--- config.mk ---
export PLATFORM = sky130hd
export DESIGN_NAME = conv1_sched
export DESIGN_NICKNAME = d
export VERILOG_FILES = /design/src/rtl/conv1_sched.sv
export SDC_FILE = /design/constraint.sdc
export NUM_CORES = 1
export LEC_CHECK = 0
export CORE_MARGIN = 5
export CORE_UTILIZATION = 40
export CTS_BUF_LIST = sky130_fd_sc_hd__clkbuf_8
export DETAILED_ROUTE_END_ITERATION = 6
export GPL_ROUTABILITY_DRIVEN = 0
export PLACE_DENSITY = 0.61
export SETUP_SLACK_MARGIN = 0.05
export SLEW_MARGIN = 20
export SYNTH_ARGS = -nofsm -noshare
export SYNTH_HDL_FRONTEND = slang
export SYNTH_SLANG_ARGS = --single-unit
--- constraint.sdc ---
create_clock -name clk -period 3.5 [get_ports clk]
set_input_delay 0.525 -clock clk [delete_from_list [all_inputs] [get_ports clk]]
set_output_delay 0.525 -clock clk [all_outputs]
set_load 0.05 [all_outputs]
--- src/rtl/conv1_sched.sv ---
// Layer-1 convolution window scheduler: walks kern/row/col, tracks MAC latency.
// Optional stall counter output enabled by CONV1_SCHED_PERF_EN.
module conv1_sched #(
    parameter int BITWIDTH = 8,
    parameter int MAC_LAT  = 2
) (
    input  logic        clk,
    input  logic        rst,
    input  logic        start,
    input  logic        stall,
    output logic        busy,
    output logic        done,
    output logic        issue,
    output logic [4:0]  win_row,
    output logic [4:0]  win_col,
    output logic        kern_sel,
    output logic        pipe_en,
    output logic        fm_we,
    output logic [10:0] fm_addr
`ifdef CONV1_SCHED_PERF_EN
    ,
    output logic [15:0] stall_cycles
`endif
);

    if (BITWIDTH < 1 || MAC_LAT < 1 || MAC_LAT > 8) begin : g_param_chk
        $error("conv1_sched: illegal parameter value");
    end

    typedef enum logic [1:0] {IDLE, RUN, DRAIN, DONE} state_t;

    state_t state, state_nx;

    logic [MAC_LAT-1:0] dl_v;
    logic [10:0]        dl_a [MAC_LAT];
    logic               dl_upper;
    logic               last_issue;

    assign busy    = (state == RUN) || (state == DRAIN);
    assign done    = (state == DONE);
    assign issue   = (state == RUN) && !stall;
    assign pipe_en = busy && !stall;
    assign fm_we   = dl_v[MAC_LAT-1] && pipe_en;
    assign fm_addr = dl_a[MAC_LAT-1];

    assign last_issue = issue && kern_sel &&
                        (win_row == 5'd27) && (win_col == 5'd27);

    // Any result still in flight ahead of the output stage
    always_comb begin
        dl_upper = 1'b0;
        for (int i = 0; i < MAC_LAT - 1; i++) begin
            dl_upper = dl_upper | dl_v[i];
        end
    end

    always_ff @(posedge clk or posedge rst) begin
        if (rst) begin
            state <= IDLE;
        end else begin
            state <= state_nx;
        end
    end

    always_comb begin
        state_nx = state;
        unique case (state)
            IDLE:    if (start) state_nx = RUN;
            RUN:     if (last_issue) state_nx = DRAIN;
            DRAIN:   if (fm_we && !dl_upper) state_nx = DONE;
            DONE:    state_nx = IDLE;
            default: state_nx = IDLE;
        endcase
    end

    always_ff @(posedge clk or posedge rst) begin
        if (rst) begin
            win_col  <= 5'd0;
            win_row  <= 5'd0;
            kern_sel <= 1'b0;
        end else if (issue) begin
            if (win_col == 5'd27) begin
                win_col <= 5'd0;
                if (win_row == 5'd27) begin
                    win_row  <= 5'd0;
                    kern_sel <= ~kern_sel;
                end else begin
                    win_row <= win_row + 5'd1;
                end
            end else begin
                win_col <= win_col + 5'd1;
            end
        end
    end

    // Delay line mirrors the MAC pipeline; it only moves when the datapath does
    always_ff @(posedge clk or posedge rst) begin
        if (rst) begin
            dl_v <= '0;
            for (int i = 0; i < MAC_LAT; i++) begin
                dl_a[i] <= 11'd0;
            end
        end else if (pipe_en) begin
            dl_v[0] <= issue;
            dl_a[0] <= {kern_sel, win_row, win_col};
            for (int i = 1; i < MAC_LAT; i++) begin
                dl_v[i] <= dl_v[i-1];
                dl_a[i] <= dl_a[i-1];
            end
        end
    end

`ifdef CONV1_SCHED_PERF_EN
    always_ff @(posedge clk or posedge rst) begin
        if (rst) begin
            stall_cycles <= 16'd0;
        end else if (state == IDLE && start) begin
            stall_cycles <= 16'd0;
        end else if (busy && stall && stall_cycles != 16'hFFFF) begin
            stall_cycles <= stall_cycles + 16'd1;
        end
    end
`endif

endmodule

==> impl_metrics.csv <==
group,metric,value,unit
floorplan,fp.dieW,76.20,um
critical_path,crit_arrival,2270,ps
placed_design,dp_slack,697.3,ps
min_path,holdPathStages,2,
synthesis,synth-seq-cells,37,
finish,fin_cells,260,
grt,grt_max_degree,38,
synthesis,syn_inst,185,
synthesis,yosysWarnings,0,
synthesis,syn_area_per_cell,9.475,um2
floorplan,die_h,76.20,um
synthesis,synth-simple-area-share,24.98,%
floorplan,fp.coreArea,4294,um2
grt,grt-busiest-layer,"met2",
timing,setup_viol,0,
grt,grt_usage,12.19,%
clock_tree,cts_root_buffer,"clkbuf_8",
routing,first_iter_violations,64,
routing,routedWlPerCell,12.65,um
timing,post-route-period-util,79.78,%
routing,viasPerCell,4.692,
routing,drt_wl_total,3288,um
power_and_ir_drop,peakVddDrop,0.0002275,V
power_and_ir_drop,finalPower,1.391,mW
critical_path,crit_top_cell,"clkdlybuf4s50_1",
clock_tree,clk_pin_slew,70,ps
critical_path,slowest_delay,820,ps
timing,drv_slew,0,
synthesis,synth_top_family_by_area,"simple AND/OR/NAND/NOR gates",
timing,hold_ws,466.4,ps
synthesis,synth_xor_area_share,1.499,%
timing,fin_crit,2792,ps
grt,antenna_found_initial,0,
power_and_ir_drop,power-per-cell-area,646.8,nW/um2
synthesis,synth_top_area_cell,"dfrtp_1",
clock_tree,tritoncts,"done",
placed_design,placed_cells,252,
timing,rsz0062_at_grt,"no",
synthesis,synth.most_common_cell,"nand2_1",
synthesis,netlist-cell-type-count,32,
clock_tree,cts_sinks,37,
synthesis,async_reset_ff_share,100.0,%
grt,grt_pass1_vias,1224,
timing,finClkSkew,2.943,ps
timing,tightest_slew,506.2,ps
timing,max_freq,358.1,MHz
finish,final_layout_size_suffix_gt1_share,9.615,%
synthesis,synth_edf_count,0,
grt,grt_use_met2,18.92,%
synthesis,ys.flop_type,"dfrtp_1",
synthesis,syn-num-nets,196,
routing,drt_first_pass_iters,4,
clock_tree,clock_latency,280,ps
synthesis,synthAdderAreaFrac,4.996,%
placed_design,place_hpwl,2307,um
synthesis,yosysSeqAreaShare,52.82,%
min_path,min_path_type,"reg2reg",
synthesis,syn_area,1753,um2
clock_tree,ctsLongestPathBuffers,2,
synthesis,synth.top_cell.area_share,52.82,%
finish,diodes,0,
critical_path,worstPathMaxFanout,8,
grt,grt.met3_usage,3.073,%
critical_path,critPathKind,"in2out",
floorplan,start_util,40.82,%
min_path,hold_start,"dl_a[19]",
critical_path,critPathLaunchType,"input pin",
synthesis,synth.top_cells.by_area,"dfrtp_1 (53%), nand2_1 (17%), buf_4 (5.1%), ha_1 (5.0%), o41ai_4 (1.6%)",
clock_tree,cts_buffers,5,
floorplan,die_area,5806,um2
timing,hold_viol_final,0,
synthesis,synth_common_cells,"nand2_1 (80), dfrtp_1 (37), buf_4 (12)",
grt,grt_pass1_wl,5947,um
routing,vias,1220,
routing,antenna_left,0,
synthesis,synth_compound_area_share,5.853,%
clock_tree,postCtsSetupBuffers,0,
critical_path,critPathCaptureType,"primary output",
grt,use_met1,16.08,%
clock_tree,ctsHtreeMaxLevel,2,
critical_path,path_cells,"clkdlybuf4s50_1 > nand2b_1 > inv_2 > clkdlybuf4s50_1",
timing,finalSetupTns,0,ps
run,maxCapViolCount,0,
finish,syn2layout_area_growth,22.70,%
timing,setup_ws,707.7,ps
min_path,hold_path_end,"fm_addr[8]",
power_and_ir_drop,p_leak,1.136,nW
synthesis,synthMuxAreaShare,2.070,%
clock_tree,cts_resized,0,
critical_path,r2r_cells,6,
critical_path,cpMaxStageDelayCell,"clkdlybuf4s50_1",
critical_path,reg2reg_slack,1670,ps
critical_path,crit_required,2970,ps
routing,drc,0,
clock_tree,hold_buffers,0,
finish,layout.nets,218,
run_status,status,"finished, final reports clean",
floorplan,io_pins,31,
timing,max_slew_margin,66.15,%
critical_path,reg2reg_to,"state[1]",
grt,grt.overflow.total,0,
floorplan,rows,24,
placed_design,io_buffers,30,
critical_path,reg2reg_from,"state[1]",
-- sequential cells by signal (all words and copies together), names as in the netlist --
signal,cells
fm_addr,11
win_row,5
kern_sel,1
dl_v,2
state,2
win_col,5
dl_a,11
-- cell usage in the layout (no fill, tap or decap), drive strengths merged --
cell type      synthesis  final
nand2                 80     80
dfrtp                 37     37
clkdlybuf4s50          0     28
ha                     7      7
inv                    7      7
clkbuf                 3      6
nor2                   6      6
o21ai                  4      4
buf                   14      4
nand2b                 3      3
nand4                  3      3
a41oi                  2      2
a21o                   2      2
xor2                   2      2
nand4b                 2      2
nand3                  2      2
mux2                   2      2
and4b                  1      1
xnor2                  1      1
o41ai                  1      1
o31ai                  1      1
mux2i                  1      1
nor3                   1      1
a31oi                  1      1
nor4                   1      1
a22o                   1      1
clkinvlp               0      1
bufinv                 0      1
-- cell type report --
| type | count | area, um2 |
|---|---|---|
| clock inverter | 2 | 37.54 |
| tap | 52 | 65.06 |
| clock buffer | 6 | 82.58 |
| fill | 415 | 2143 |
| timing repair buffer | 32 | 322.8 |
| inverter | 7 | 26.28 |
| multi-input combinational | 124 | 690.7 |
| sequential | 37 | 925.9 |
-- cell families (layout without fill, tap and decap cells) --
| group | Yosys count | count (layout) |
|---|---|---|
| compound gates | 12 | 12 |
| xor+xnor | 3 | 3 |
| fa+ha+maj | 7 | 7 |
| buf+inv | 24 | 47 |
| flops | 37 | 37 |
| mux | 3 | 3 |
| simple gates | 99 | 99 |
-- stage by stage --
stage,utilization (%),area (um2)
finish,50.09,2151
global route,50.09,2151
CTS,50.09,2151
detailed placement,47.29,2031
global placement,47.29,2031
floorplan,-,1753
-- worst max path at each step --
| stage | from | end | slack, ps | cells past startpoint |
|---|---|---|---|---|
| floorplan | state[1] | fm_we | 840 | 6 |
| global placement | stall | issue | 720 | 4 |
| detailed placement | stall | issue | 700 | 4 |
| CTS | state[1] | issue | 690 | 5 |
| global route | state[1] | issue | 580 | 5 |
| finish | stall | issue | 710 | 4 |
-- worst max-delay path: cells and delay by family --
family / cells / cell delay (ps)
and+or+nand+nor: 1 / 280
buffers and inverters: 3 / 1450
-- metal layers --
layer | wire length [um] | vias to the layer above
met2 | 1566 | 28
li1 | - | 629
met4 | 51 | 0
met3 | 126 | 5
met5 | 0 | -
met1 | 1544 | 558
-- power by group --
part / switching (mW) / leakage [nW] / total (mW) / internal, mW
Combinational: 0.285 / 0.607 / 0.427 / 0.142
Clock: 0.151 / 0.0574 / 0.383 / 0.232
Sequential: 0.0773 / 0.472 / 0.582 / 0.504
Power figures use the tool's default switching activity.
